[config.mk]
export PLATFORM = sky130hd
export DESIGN_NAME = mem_port_sched
export DESIGN_NICKNAME = d
export VERILOG_FILES = /design/src/rtl/lc3b_types.sv /design/src/rtl/arb_starve_ctr.sv /design/src/rtl/mem_port_sched.sv
export SDC_FILE = /design/constraint.sdc
export NUM_CORES = 1
export LEC_CHECK = 0
export ABC_AREA = 1
export CAP_MARGIN = 10
export CORE_AREA = 2 2 323 325
export CTS_BUF_LIST = sky130_fd_sc_hd__clkbuf_2
export CTS_CLUSTER_SIZE = 8
export DETAILED_ROUTE_END_ITERATION = 7
export DIE_AREA = 0 0 325 327
export DONT_BUFFER_PORTS = 1
export PLACE_DENSITY = 0.3
export RECOVER_POWER = 100
export SETUP_SLACK_MARGIN = 0.3
export SKIP_CTS_REPAIR_TIMING = 1
export SLEW_MARGIN = 10
export SYNTH_ARGS = -nofsm -noshare
export SYNTH_HDL_FRONTEND = slang
export SYNTH_SLANG_ARGS = --single-unit
[constraint.sdc]
create_clock -name clk -period 2.2 [get_ports clk]
set_input_delay 0.33 -clock clk [delete_from_list [all_inputs] [get_ports clk]]
set_output_delay 0.33 -clock clk [all_outputs]
set_load 0.02 [all_outputs]
[src/rtl/lc3b_types.sv]
// rtl/lc3b_types.sv - LC-3b word/line types and L2 port scheduler enums
package lc3b_types;

  typedef logic [15:0]  lc3b_word;
  typedef logic [127:0] lc3b_c_line;

  typedef enum logic [2:0] {
    IDLE,
    BUSY_I,
    BUSY_D,
    RESP_I,
    RESP_D
  } arb_state_t;

  typedef enum logic {
    SRC_I,
    SRC_D
  } arb_src_t;

endpackage

[src/rtl/arb_starve_ctr.sv]
// rtl/arb_starve_ctr.sv - saturating contested-win counter with clear and at-limit flag
module arb_starve_ctr #(
  parameter int LIMIT = 4
) (
  input  logic clk,
  input  logic rst_n,
  input  logic i_inc,
  input  logic i_clr,
  output logic o_at_limit
);

  localparam int W = $clog2(LIMIT + 1);
  localparam logic [W-1:0] MAX = W'(LIMIT);

  logic [W-1:0] r_cnt;

  always_ff @(posedge clk or negedge rst_n) begin
    if (!rst_n) begin
      r_cnt <= '0;
    end else if (i_clr) begin
      r_cnt <= '0;
    end else if (i_inc && (r_cnt != MAX)) begin
      r_cnt <= r_cnt + 1'b1;
    end
  end

  assign o_at_limit = (r_cnt == MAX);

endmodule

[src/rtl/mem_port_sched.sv]
// rtl/mem_port_sched.sv - registered i/d-cache scheduler for the shared L2 port
// ARB_STARVE_GUARD_EN compiles in the i-cache anti-starvation guard.
module mem_port_sched
  import lc3b_types::*;
#(
  parameter int STARVE_LIMIT = 4
) (
  input  logic         clk,
  input  logic         rst_n,
  input  logic [15:0]  imem_address,
  input  logic         imem_read,
  input  logic         imem_write,
  input  logic [127:0] imem_wdata,
  output logic [127:0] imem_rdata,
  output logic         imem_resp,
  input  logic [15:0]  dmem_address,
  input  logic         dmem_read,
  input  logic         dmem_write,
  input  logic [127:0] dmem_wdata,
  output logic [127:0] dmem_rdata,
  output logic         dmem_resp,
  output logic [15:0]  L2_mem_address,
  output logic         L2_mem_read,
  output logic         L2_mem_write,
  output logic [127:0] L2_mem_wdata,
  input  logic         L2_mem_resp,
  input  logic [127:0] L2_mem_rdata
);

  arb_state_t r_state;
  lc3b_word   r_addr;
  lc3b_c_line r_wdata;
  lc3b_c_line r_line;
  logic       r_l2_rd;
  logic       r_l2_wr;
  logic       r_iresp;
  logic       r_dresp;

  logic       w_i_pend;
  logic       w_d_pend;
  logic       w_force_i;
  logic       w_grant;
  arb_src_t   w_src;

  assign w_i_pend = imem_read | imem_write;
  assign w_d_pend = dmem_read | dmem_write;
  assign w_grant  = (r_state == IDLE) && (w_i_pend || w_d_pend);
  assign w_src    = (w_d_pend && !(w_i_pend && w_force_i)) ? SRC_D : SRC_I;

`ifdef ARB_STARVE_GUARD_EN
  logic w_at_limit;

  arb_starve_ctr #(
    .LIMIT (STARVE_LIMIT)
  ) u_starve (
    .clk        (clk),
    .rst_n      (rst_n),
    .i_inc      (w_grant && (w_src == SRC_D) && w_i_pend),
    .i_clr      (w_grant && (w_src == SRC_I)),
    .o_at_limit (w_at_limit)
  );

  assign w_force_i = w_at_limit;
`else
  assign w_force_i = 1'b0;
`endif

  // A simultaneous read+write from one cache is treated as a write.
  always_ff @(posedge clk or negedge rst_n) begin
    if (!rst_n) begin
      r_state <= IDLE;
      r_addr  <= '0;
      r_wdata <= '0;
      r_line  <= '0;
      r_l2_rd <= 1'b0;
      r_l2_wr <= 1'b0;
      r_iresp <= 1'b0;
      r_dresp <= 1'b0;
    end else begin
      r_iresp <= 1'b0;
      r_dresp <= 1'b0;
      case (r_state)
        IDLE: begin
          if (w_grant) begin
            if (w_src == SRC_D) begin
              r_addr  <= dmem_address;
              r_wdata <= dmem_wdata;
              r_l2_wr <= dmem_write;
              r_l2_rd <= dmem_read & ~dmem_write;
              r_state <= BUSY_D;
            end else begin
              r_addr  <= imem_address;
              r_wdata <= imem_wdata;
              r_l2_wr <= imem_write;
              r_l2_rd <= imem_read & ~imem_write;
              r_state <= BUSY_I;
            end
          end
        end
        BUSY_I, BUSY_D: begin
          if (L2_mem_resp) begin
            r_line  <= L2_mem_rdata;
            r_l2_rd <= 1'b0;
            r_l2_wr <= 1'b0;
            r_iresp <= (r_state == BUSY_I);
            r_dresp <= (r_state == BUSY_D);
            r_state <= (r_state == BUSY_I) ? RESP_I : RESP_D;
          end
        end
        RESP_I, RESP_D: begin
          r_state <= IDLE;
        end
        default: begin
          r_state <= IDLE;
        end
      endcase
    end
  end

  assign L2_mem_address = r_addr;
  assign L2_mem_wdata   = r_wdata;
  assign L2_mem_read    = r_l2_rd;
  assign L2_mem_write   = r_l2_wr;
  assign imem_resp      = r_iresp;
  assign dmem_resp      = r_dresp;
  assign imem_rdata     = r_line;
  assign dmem_rdata     = r_line;

endmodule
==> impl_metrics.ini, run 1 <==
[synth]
syn_inst = 1533
yosysUniqueCellTypes = 21
synth_area_leaders = dfrtp_1, nand2_1, buf_4
synth_commonest_cells = nand2_1, dfrtp_1, o21ai_0
synthArstFlopShare_pct = 100
synth_most_common_cell = nand2_1
synth_fp_nets = 1956
synth_edf_count = 0
yosysTopAreaCell = dfrtp_1
ys_ff_latch = 279
syn_area_per_cell_um2 = 9.06
ys_seq_area_share_pct = 50.3
yosysTopAreaCellShare_pct = 50.3
yosys_most_used_dff = dfrtp_1
synth_area_um2 = 13900
ys_warn_count = 0

[placed_design]
dp_cells = 2694
dpl_cell_area_um2 = 14500
dp_hpwl_mm = 40.1
place_congestion = 0.858
dp_slack_ns = 0.425
portBuffers = 0

[outcome]
lastStage = global routing
outcome = did not finish
firstError = [ERROR RSZ-0060] Max buffer count reached.

[grt]
grt_max_degree = 280

[die]
initial_core_util_pct = 13.5
rows = 118
die_w_um = 325
die_y_um = 327
ios = 827

[cts]
clock_sinks = 279
htreeDepth = 3
cts_root_buf = clkbuf_2
cts_buffer_depth = 3
cts_buffers = 85

[timing]
worst-ep-kind = primary output
worstEndpointGrtRepair = imem_rdata[9]
[cell families after synthesis]
kind of cell,count (synthesis),synth area share [%]
DFF,279,50.3
AOI/OAI and AO/OA,291,15.3
buffers and inverters,256,11.4
and+or+nand+nor,707,23.1
[metrics by stage]
step	util, %	TNS [ns]
after CTS	14.8	-48.64
after detailed placement	14.1	0
after floorplan	-	0
after global placement	14.1	0
==> inputs of run 2 (changes only) <==
--- a/config.mk
+++ b/config.mk
@@ -8,14 +8,11 @@
 export ABC_AREA = 1
 export CAP_MARGIN = 10
 export CORE_AREA = 2 2 323 325
-export CTS_BUF_LIST = sky130_fd_sc_hd__clkbuf_2
-export CTS_CLUSTER_SIZE = 8
 export DETAILED_ROUTE_END_ITERATION = 7
 export DIE_AREA = 0 0 325 327
 export DONT_BUFFER_PORTS = 1
-export PLACE_DENSITY = 0.3
+export PLACE_DENSITY_LB_ADDON = 0.15
 export RECOVER_POWER = 100
-export SETUP_SLACK_MARGIN = 0.3
 export SKIP_CTS_REPAIR_TIMING = 1
 export SLEW_MARGIN = 10
 export SYNTH_ARGS = -nofsm -noshare
==> run 2 against run 1 <==
The flow now finishes, with violations (negative hold slack). Synthesized area is the same. Synthesized cell count is the same.
==> impl_metrics.ini, run 2 <==
[finish]
fin_area_um2 = 19300
final_cell_mix = nand2_1, dlygate4sd3_1, dfrtp_1
final_common_cell = nand2_1
area_growth_pct = 38.8
layout.nets = 2158
layout-drive-gt1-share_pct = 12.9
fill_cells = 11400
post-route-util_pct = 18.7

[synth]
yosysTopAreaCellShare_pct = 50.3
synth_edf_count = 0
yosys_most_used_dff = dfrtp_1
yosysTopAreaCell = dfrtp_1
synthAdderAreaFrac_pct = 0
synth_top_family_by_area = simple AND/OR/NAND/NOR gates
synth_xor_area_share_pct = 0
syn_inst = 1533
synth_area_leaders = dfrtp_1, nand2_1, buf_4
ys_seq_area_share_pct = 50.3
synth_area_um2 = 13900
synth_compound_area_share_pct = 15.3
muxShareOfSynthArea_pct = 0
synth_most_common_cell = nand2_1
synthSimpleGateAreaFrac_pct = 23.1
yosysUniqueCellTypes = 21
ys_ff_latch = 279
ys_warn_count = 0
synth_fp_nets = 1956
syn_area_per_cell_um2 = 9.06
synth_commonest_cells = nand2_1, dfrtp_1, o21ai_0
synthArstFlopShare_pct = 100

[timing]
slew_headroom_pct = 39.6
period_needed_ns = 2.08
hold-worst-slack_ns = -0.557
period_share_pct = 94.4
clock_skew_ns = 0.0200
setup_violations = 0
timing.setup.tns_ns = 0
final_hold_viol_count = 279
worst_slew_pin_slew_ns = 0.906
setup_ws_ns = 0.124
final_max_slew_viol_count = 0
fmax_ghz = 0.482

[cts]
cts_root_buf = clkbuf_16
cts_buffers = 38
cts_tree = done
clk_latency_ns = 0.57
htreeDepth = 2
cts_buffer_depth = 3
clk_pin_slew_ns = 0.06
clock_sinks = 279

[grt]
grt_max_degree = 280
grt_pass1_vias = 10600
grt_overflow = 0
grt_util_all_layers_pct = 10.0
antenna_found_initial = 9
grt_pass1_wl_mm = 78.9

[die]
rows = 118
core_area_um2 = 103000
die_y_um = 327
initial_core_util_pct = 13.5
dieArea_um2 = 106000
ios = 827
die_w_um = 325

[routing]
top_layer = met5
dr_wl_met2_mm = 29.9
drt_first_pass_iters = 5
met3_length_mm = 5.41
antenna_left = 0
vias_per_cell = 3.75
drt-initial-drc-count = 558
drc = 0
wl_per_cell_um = 19.2
drt-total-wl_mm = 60.3
met1_length_mm = 22.1
via_count = 11800

[placed_design]
portBuffers = 0
place_congestion = 0.816
dp_slack_ns = -0.144
dpl_cell_area_um2 = 14400
dp_hpwl_mm = 38.7

[outcome]
failed_checks = negative hold slack
outcome = finished, violations left

[flow_run]
maxCapViolCount = 0

[critical_path]
cp.required_ns = 2.69
reg2regPathDepth = 7
regToRegEndpoint = dmem_rdata[5]
worstPathArrival_ns = 2.57
r2r_start = r_state[0]
cp-end-kind = flop
cp-start-kind = flop
reg2reg_slack_ns = 0.12
critical_path_class = flop to flop
crit_fanout = 44

[power]
seqPwrFrac_pct = 52.4
power_frac_clock_pct = 22.2
power_density_nw_per_um2 = 1490
internal_power_w = 0.0141
p_switching_w = 0.0146
leakage_nw = 8.34
power_switching_share_pct = 50.7
p_comb_share_pct = 25.4
ir_worst_vdd_uv = 1040

[min_path]
hp-class = input pin to asynchronous set/reset pin
run 2: how the worst max path moves through the flow:
stage	start	end
2_1_floorplan	r_state[1]	L2_mem_wdata[100]
3_3_place_gp	imem_write	L2_mem_wdata[121]
3_5_place_dp	imem_write	L2_mem_wdata[121]
4_1_cts	r_state[1]	L2_mem_wdata[121]
5_1_grt	r_state[0]	dmem_rdata[66]
6_report	r_state[0]	dmem_rdata[5]
run 2: cell families after synthesis:
logic type,after synthesis
AOI/OAI and AO/OA,291
DFF,279
and+or+nand+nor,707
buffers and inverters,256
run 2: per-stage QoR:
step / total power (W) / hold slack (ns) / std cells
after floorplan: 0.0205 / 0.0344 / 1533
after global placement: 0.0221 / 0.0448 / 2686
after detailed placement: 0.0222 / 0.0438 / 2686
after CTS: 0.0288 / -0.639 / 2754
after global routing: 0.0307 / -0.632 / 3147
final: 0.0287 / -0.557 / 3148
run 2: layer usage:
| layer | up-vias | global-route usage [%] |
|---|---|---|
| li1 | 5396 | - |
| met1 | 5671 | 10.3 |
| met2 | 611 | 17.2 |
| met3 | 115 | 4.45 |
| met4 | 4 | 5.14 |
| met5 | - | 0 |
run 2: cell type report:
class                   count  area [um2]  area share (%)
flip-flops and latches    279        6980            36.2
multi-input cells         999        5080            26.4
repair buffers            409        4160            21.6
well taps                1380        1730            8.96
clock buffers              54        1120            5.82
clock inverters            14         151           0.785
inverters                   8        37.5           0.195
diodes                      5        12.5          0.0649
run 2: critical path: stages, from the launching register on:
cell and delay [ns]:
dfrtp_1 0.40, inv_1 0.15, nand3_1 0.19, nand2_4 0.21, buf_12 0.23, nand3_1 0.11
dlygate4sd3_1 0.57, nand2_1 0.07
run 2: power groups by stage:
stage | registers (W) | clock network (W) | logic (W)
after floorplan | 0.0122 | 0 | 0.00832
after global placement | 0.0154 | 0 | 0.00672
after detailed placement | 0.0152 | 0 | 0.00692
after CTS | 0.0152 | 0.00674 | 0.00687
after global routing | 0.0154 | 0.00691 | 0.00833
final | 0.0150 | 0.00638 | 0.00728
Power figures use the tool's default switching activity.
==> patch 1 (flow settings as in run 2) <==
Register the input `imem_wdata` before use. The logic sees it one clock later. The other inputs are not delayed to match.
--- a/src/rtl/mem_port_sched.sv
+++ b/src/rtl/mem_port_sched.sv
@@ -26,6 +26,12 @@
   input  logic         L2_mem_resp,
   input  logic [127:0] L2_mem_rdata
 );
+
+  logic [127:0] imem_wdata_q;
+
+  always_ff @(posedge clk) begin
+    imem_wdata_q <= imem_wdata;
+  end
 
   arb_state_t r_state;
   lc3b_word   r_addr;
@@ -90,7 +96,7 @@
               r_state <= BUSY_D;
             end else begin
               r_addr  <= imem_address;
-              r_wdata <= imem_wdata;
+              r_wdata <= imem_wdata_q;
               r_l2_wr <= imem_write;
               r_l2_rd <= imem_read & ~imem_write;
               r_state <= BUSY_I;
Check against the original RTL: not equivalent (Yosys sat finds a counterexample within 4 cycles, from zero or initial values and one cycle with rst_n low).
==> patch 1 against run 2 <==
Critical path type unchanged; design area is 21% higher; largest power group unchanged; worst setup slack worse by 0.072 ns; sequential cell count is 128 higher; total power is 20% higher; routed wire length is 17% higher; area after synthesis is 17% higher; die area stayed put; utilization is 4.0 points higher; global-route usage is 2.0 points higher; the run ends with negative hold slack, max-slew violations left.
==> patch 1: results (changes against run 2) <==
[timing]
hold_viol = 279  ; unchanged
worst_pin_slew_ns = 2.12  ; +1.22 ns
layout_setup_ws_ns = 0.0524  ; -0.0715 ns
skew_ns = 0.0240  ; +0.00393 ns
final_max_slew_viol_count = 153  ; +153
holdWs_ns = -0.611  ; -0.0538 ns

[finish]
drive_gt1_frac = 0.130  ; +0.000863
fin_nets = 2409  ; +12%

[cts]
root_buffer = clkbuf_16
path_clk_slew_ns = 0.06  ; about the same
cts_max_level = 2  ; unchanged
cts-buffers-inserted = 52  ; +37%
clock_path_buffers = 3  ; unchanged
clkLatencyLatePin_ns = 0.63  ; +0.06 ns

[power_and_ir_drop]
power.leakage_nw = 10.0  ; +20%
p_sw_mw = 16.1  ; +11%
ir_drop_mv = 0.791  ; -24%

[global_route]
gr-usage-all-layers = 0.120  ; +0.0200
grt_pass1_vias = 12082  ; +14%
grt_max_degree = 280  ; unchanged
grt_pass1_wl_um = 93000  ; +18%
antenna_found_initial = 7  ; -2

[synth]
yosys.cell_types.count = 21  ; unchanged
synthCells = 1661  ; +8.3%
syn_nets = 2084  ; +6.5%
async_flop_share = 0.686  ; -0.314
synth_commonest_cells = 416 x nand2_1, 279 x dfrtp_1, 146 x o21ai_0
ys_top_cells_by_area = dfrtp_1 43%, dfxtp_1 16%, nand2_1 9.6%
ys_seq_area_frac = 0.588  ; +0.0852

[setup_path]
r2r_cells = 7  ; unchanged
crit_end = dmem_rdata[42]$_DFFE_PN0P_
cpMostUsedCell = nand2_1
start_kind = register
r2r_start = r_state[1]$_DFFE_PN0P_
crit_path_max_incr_delay_ns = 0.59  ; +0.02 ns
rrSetupSlack_ns = 0.05  ; -0.07 ns
critPathMaxFanout = 71  ; +61%

[drt]
routed_wl_um = 70400  ; +17%
top_layer_used = met5
route.met3.wl_um = 7920  ; +46%
drtPass1Iterations = 4  ; -1
first_iter_violations = 576  ; +3.2%
vias = 13247  ; +12%
vias_per_cell = 3.88  ; +3.5%
met1_length_um = 24300  ; +10%
met2_length_um = 34900  ; +17%

[placement]
dpl-instance-area_sq_um = 17000  ; +18%
io_buffer_count = 0  ; unchanged
place_ws_ns = 0.467  ; +0.611 ns
place_congestion = 0.860  ; +5.5%
dp_hpwl_um = 48100  ; +24%
dpl.cell_count = 2832  ; +5.4%

[run_status]
outcome = finished, violations left
violations = negative hold slack, max-slew violations

[patch 1: power groups by stage]
stage                     combinational [mW]  clock (mW)  sequential, mW
after floorplan                         8.11           0            14.7
after global placement                  6.97           0            18.3
after detailed placement                7.12           0            18.2
after CTS                               7.10        8.95            18.1
after global routing                    8.87        9.26            18.3
final                                   7.79        8.59            17.9
[patch 1: cell type report]
cell class	instances	area, sq um
antenna	7	17.5
sequential	407	9540
clock buffer	79	1470
tap	1380	1730
timing repair buffer	519	5240
fill	11187	79500
multi-input combinational	998	5090
clock inverter	18	226
inverter	8	37.5
[patch 1: cell families after synthesis]
kind of cell	after synthesis	synth area share
compound gates	291	0.118
flops	407	0.588
buf+inv	256	0.0966
simple gates	707	0.197
[patch 1: layer usage]
layer  track usage  up-vias
met5             0        -
met4        0.0530        2
met3        0.0739      120
met2         0.207      640
met1         0.114     6419
li1              -     6066
==> patch 2 (flow settings as in run 2) <==
Made on the original files. Build with the macro `ARB_STARVE_GUARD_EN` defined.
--- a/src/rtl/mem_port_sched.sv
+++ b/src/rtl/mem_port_sched.sv
@@ -1,5 +1,7 @@
 // rtl/mem_port_sched.sv - registered i/d-cache scheduler for the shared L2 port
 // ARB_STARVE_GUARD_EN compiles in the i-cache anti-starvation guard.
+`define ARB_STARVE_GUARD_EN
+
 module mem_port_sched
   import lc3b_types::*;
 #(
Behaviour: same outputs for any inputs over 4 cycles, from zero or initial values and one cycle with rst_n low; that may be too few to reach the edited logic, so the function may still have changed.
==> patch 2 against run 2 <==
Cell count increased by 1.8%; worst setup slack improved by 0.057 ns; area after synthesis decreased by 8.6%; synthesized cell count decreased by 0.65%; routed wire length increased by 0.64%; sequential cell count increased by 3; the flow still finishes with violations (negative hold slack); total power increased by 0.60%; design area decreased by 1.9%; sequential share of layout area increased by 1.1 points.
==> patch 2: results (changes against run 2) <==
[synth]
yosys.cell_types.count = 18  ; -14%
ys_top_cells_by_area = dfrtp_1 56%, nand2_1 21%, nand3_1 11%
yosysWarnings = 0  ; unchanged
ys_seq_area_frac = 0.556  ; +0.0533
ys.flop_type = dfrtp_1
syn_nets = 1948  ; -0.41%
synth_commonest_cells = 711 x nand2_1, 282 x dfrtp_1, 276 x nand3_1
avgSynthCellArea_sq_um = 8.34  ; -8.0%
async_flop_share = 1.00  ; unchanged

[timing]
holdWs_ns = -0.543  ; +0.0143 ns
hold_viol = 282  ; +1.1%
setup_viol = 0  ; unchanged
skew_ns = 0.00999  ; -0.0101 ns
slew_headroom = 0.338  ; -0.0578
fin_crit_ns = 2.02  ; -0.0568 ns

[setup_path]
r2r_cells = 12  ; +5
startpoint = u_starve.r_cnt[0]$_DFFE_PN0P_
critPathMaxFanout = 26  ; -41%
crit_arrival_ns = 2.52  ; -0.05 ns
cp-end-kind = register
reg2reg_to = L2_mem_wdata[46]$_DFFE_PN0P_
crit_family = buffers and inverters
rrSetupSlack_ns = 0.18  ; +0.06 ns
crit_path_max_incr_delay_ns = 0.35  ; -0.22 ns
critPathSlowestCell = dfrtp_1

[global_route]
grt_pass1_wl_um = 80600  ; +2.1%
grt_max_degree = 283  ; +1.1%
grt_pass1_vias = 10395  ; -2.0%
gr-usage-all-layers = 0.104  ; +0.00369
antenna_found_initial = 13  ; +4

[power_and_ir_drop]
ir_drop_mv = 0.888  ; -14%
power.leakage_nw = 8.51  ; +2.0%

[placement]
place_ws_ns = 0.269  ; +0.413 ns
io_buffer_count = 0  ; unchanged
dpl.cell_count = 2715  ; +1.1%
place_congestion = 0.794  ; -2.7%
dp_hpwl_um = 43000  ; +11%

[finish]
instances_no_fill = 3204  ; +1.8%
fin_nets = 2223  ; +3.0%
fillCellCount = 11520  ; +1.2%
drive_gt1_frac = 0.0505  ; -0.0783

[cts]
clkLatencyLatePin_ns = 0.57  ; about the same
clock_path_buffers = 3  ; unchanged
cts_max_level = 2  ; unchanged
path_clk_slew_ns = 0.05
root_buffer = clkbuf_16
cts-buffers-inserted = 38  ; unchanged

[min_path]
hp-class = input pin to asynchronous set/reset pin

[run_status]
violations = negative hold slack
outcome = finished, violations left

[drt]
first_iter_violations = 663  ; +19%
vias_per_cell = 3.65  ; -2.5%
routed_wl_um = 60700  ; +0.64%
drtPass1Iterations = 5  ; unchanged
ant_nets = 0  ; unchanged

==> patch 2: report_power, final <==
group          switching (mW)  leakage [nW]  internal (mW)  total, mW
logic                    4.72          4.41           2.87       7.58
registers                7.31          3.49           7.65       15.0
clock network            2.48         0.610           3.84       6.32
==> patch 2: area by class of cell <==
class	instances	share of cell area
Clock buffer	57	0.0611
Timing Repair Buffer	450	0.243
Inverter	13	0.00258
Tap cell	1380	0.0913
Clock inverter	7	0.00463
Sequential cell	282	0.373
Antenna cell	2	0.000265
Multi-Input combinational cell	1013	0.224
==> patch 2: cell families after synthesis <==
group | count (synthesis) | synth area share
flops | 282 | 0.556
fa+ha+maj | 2 | 0.00197
simple gates | 1001 | 0.325
compound gates | 9 | 0.00355
buf+inv | 228 | 0.113
xor+xnor | 1 | 0.000690
==> patch 2: metal layers <==
| metal | up-vias | global-route usage | part of all wire |
|---|---|---|---|
| li1 | 5252 | - | - |
| met1 | 5670 | 0.116 | 0.39 |
| met2 | 677 | 0.177 | 0.49 |
| met3 | 109 | 0.0451 | 0.091 |
| met4 | 0 | 0.0365 | 0.035 |
| met5 | - | 0 | 0 |
==> patch 2: stage by stage <==
step / power, mW / hold slack (ns) / TNS, ns / cell area [sq um]
floorplan: 20.2 / 0.0344 / 0 / 12700
global placement: 22.1 / 0.0437 / 0 / 13400
detailed placement: 22.2 / 0.0429 / 0 / 13400
CTS: 28.7 / -0.604 / 0 / 14700
global route: 30.9 / -0.593 / -0.00903 / 18900
finish: 28.9 / -0.543 / 0 / 18900
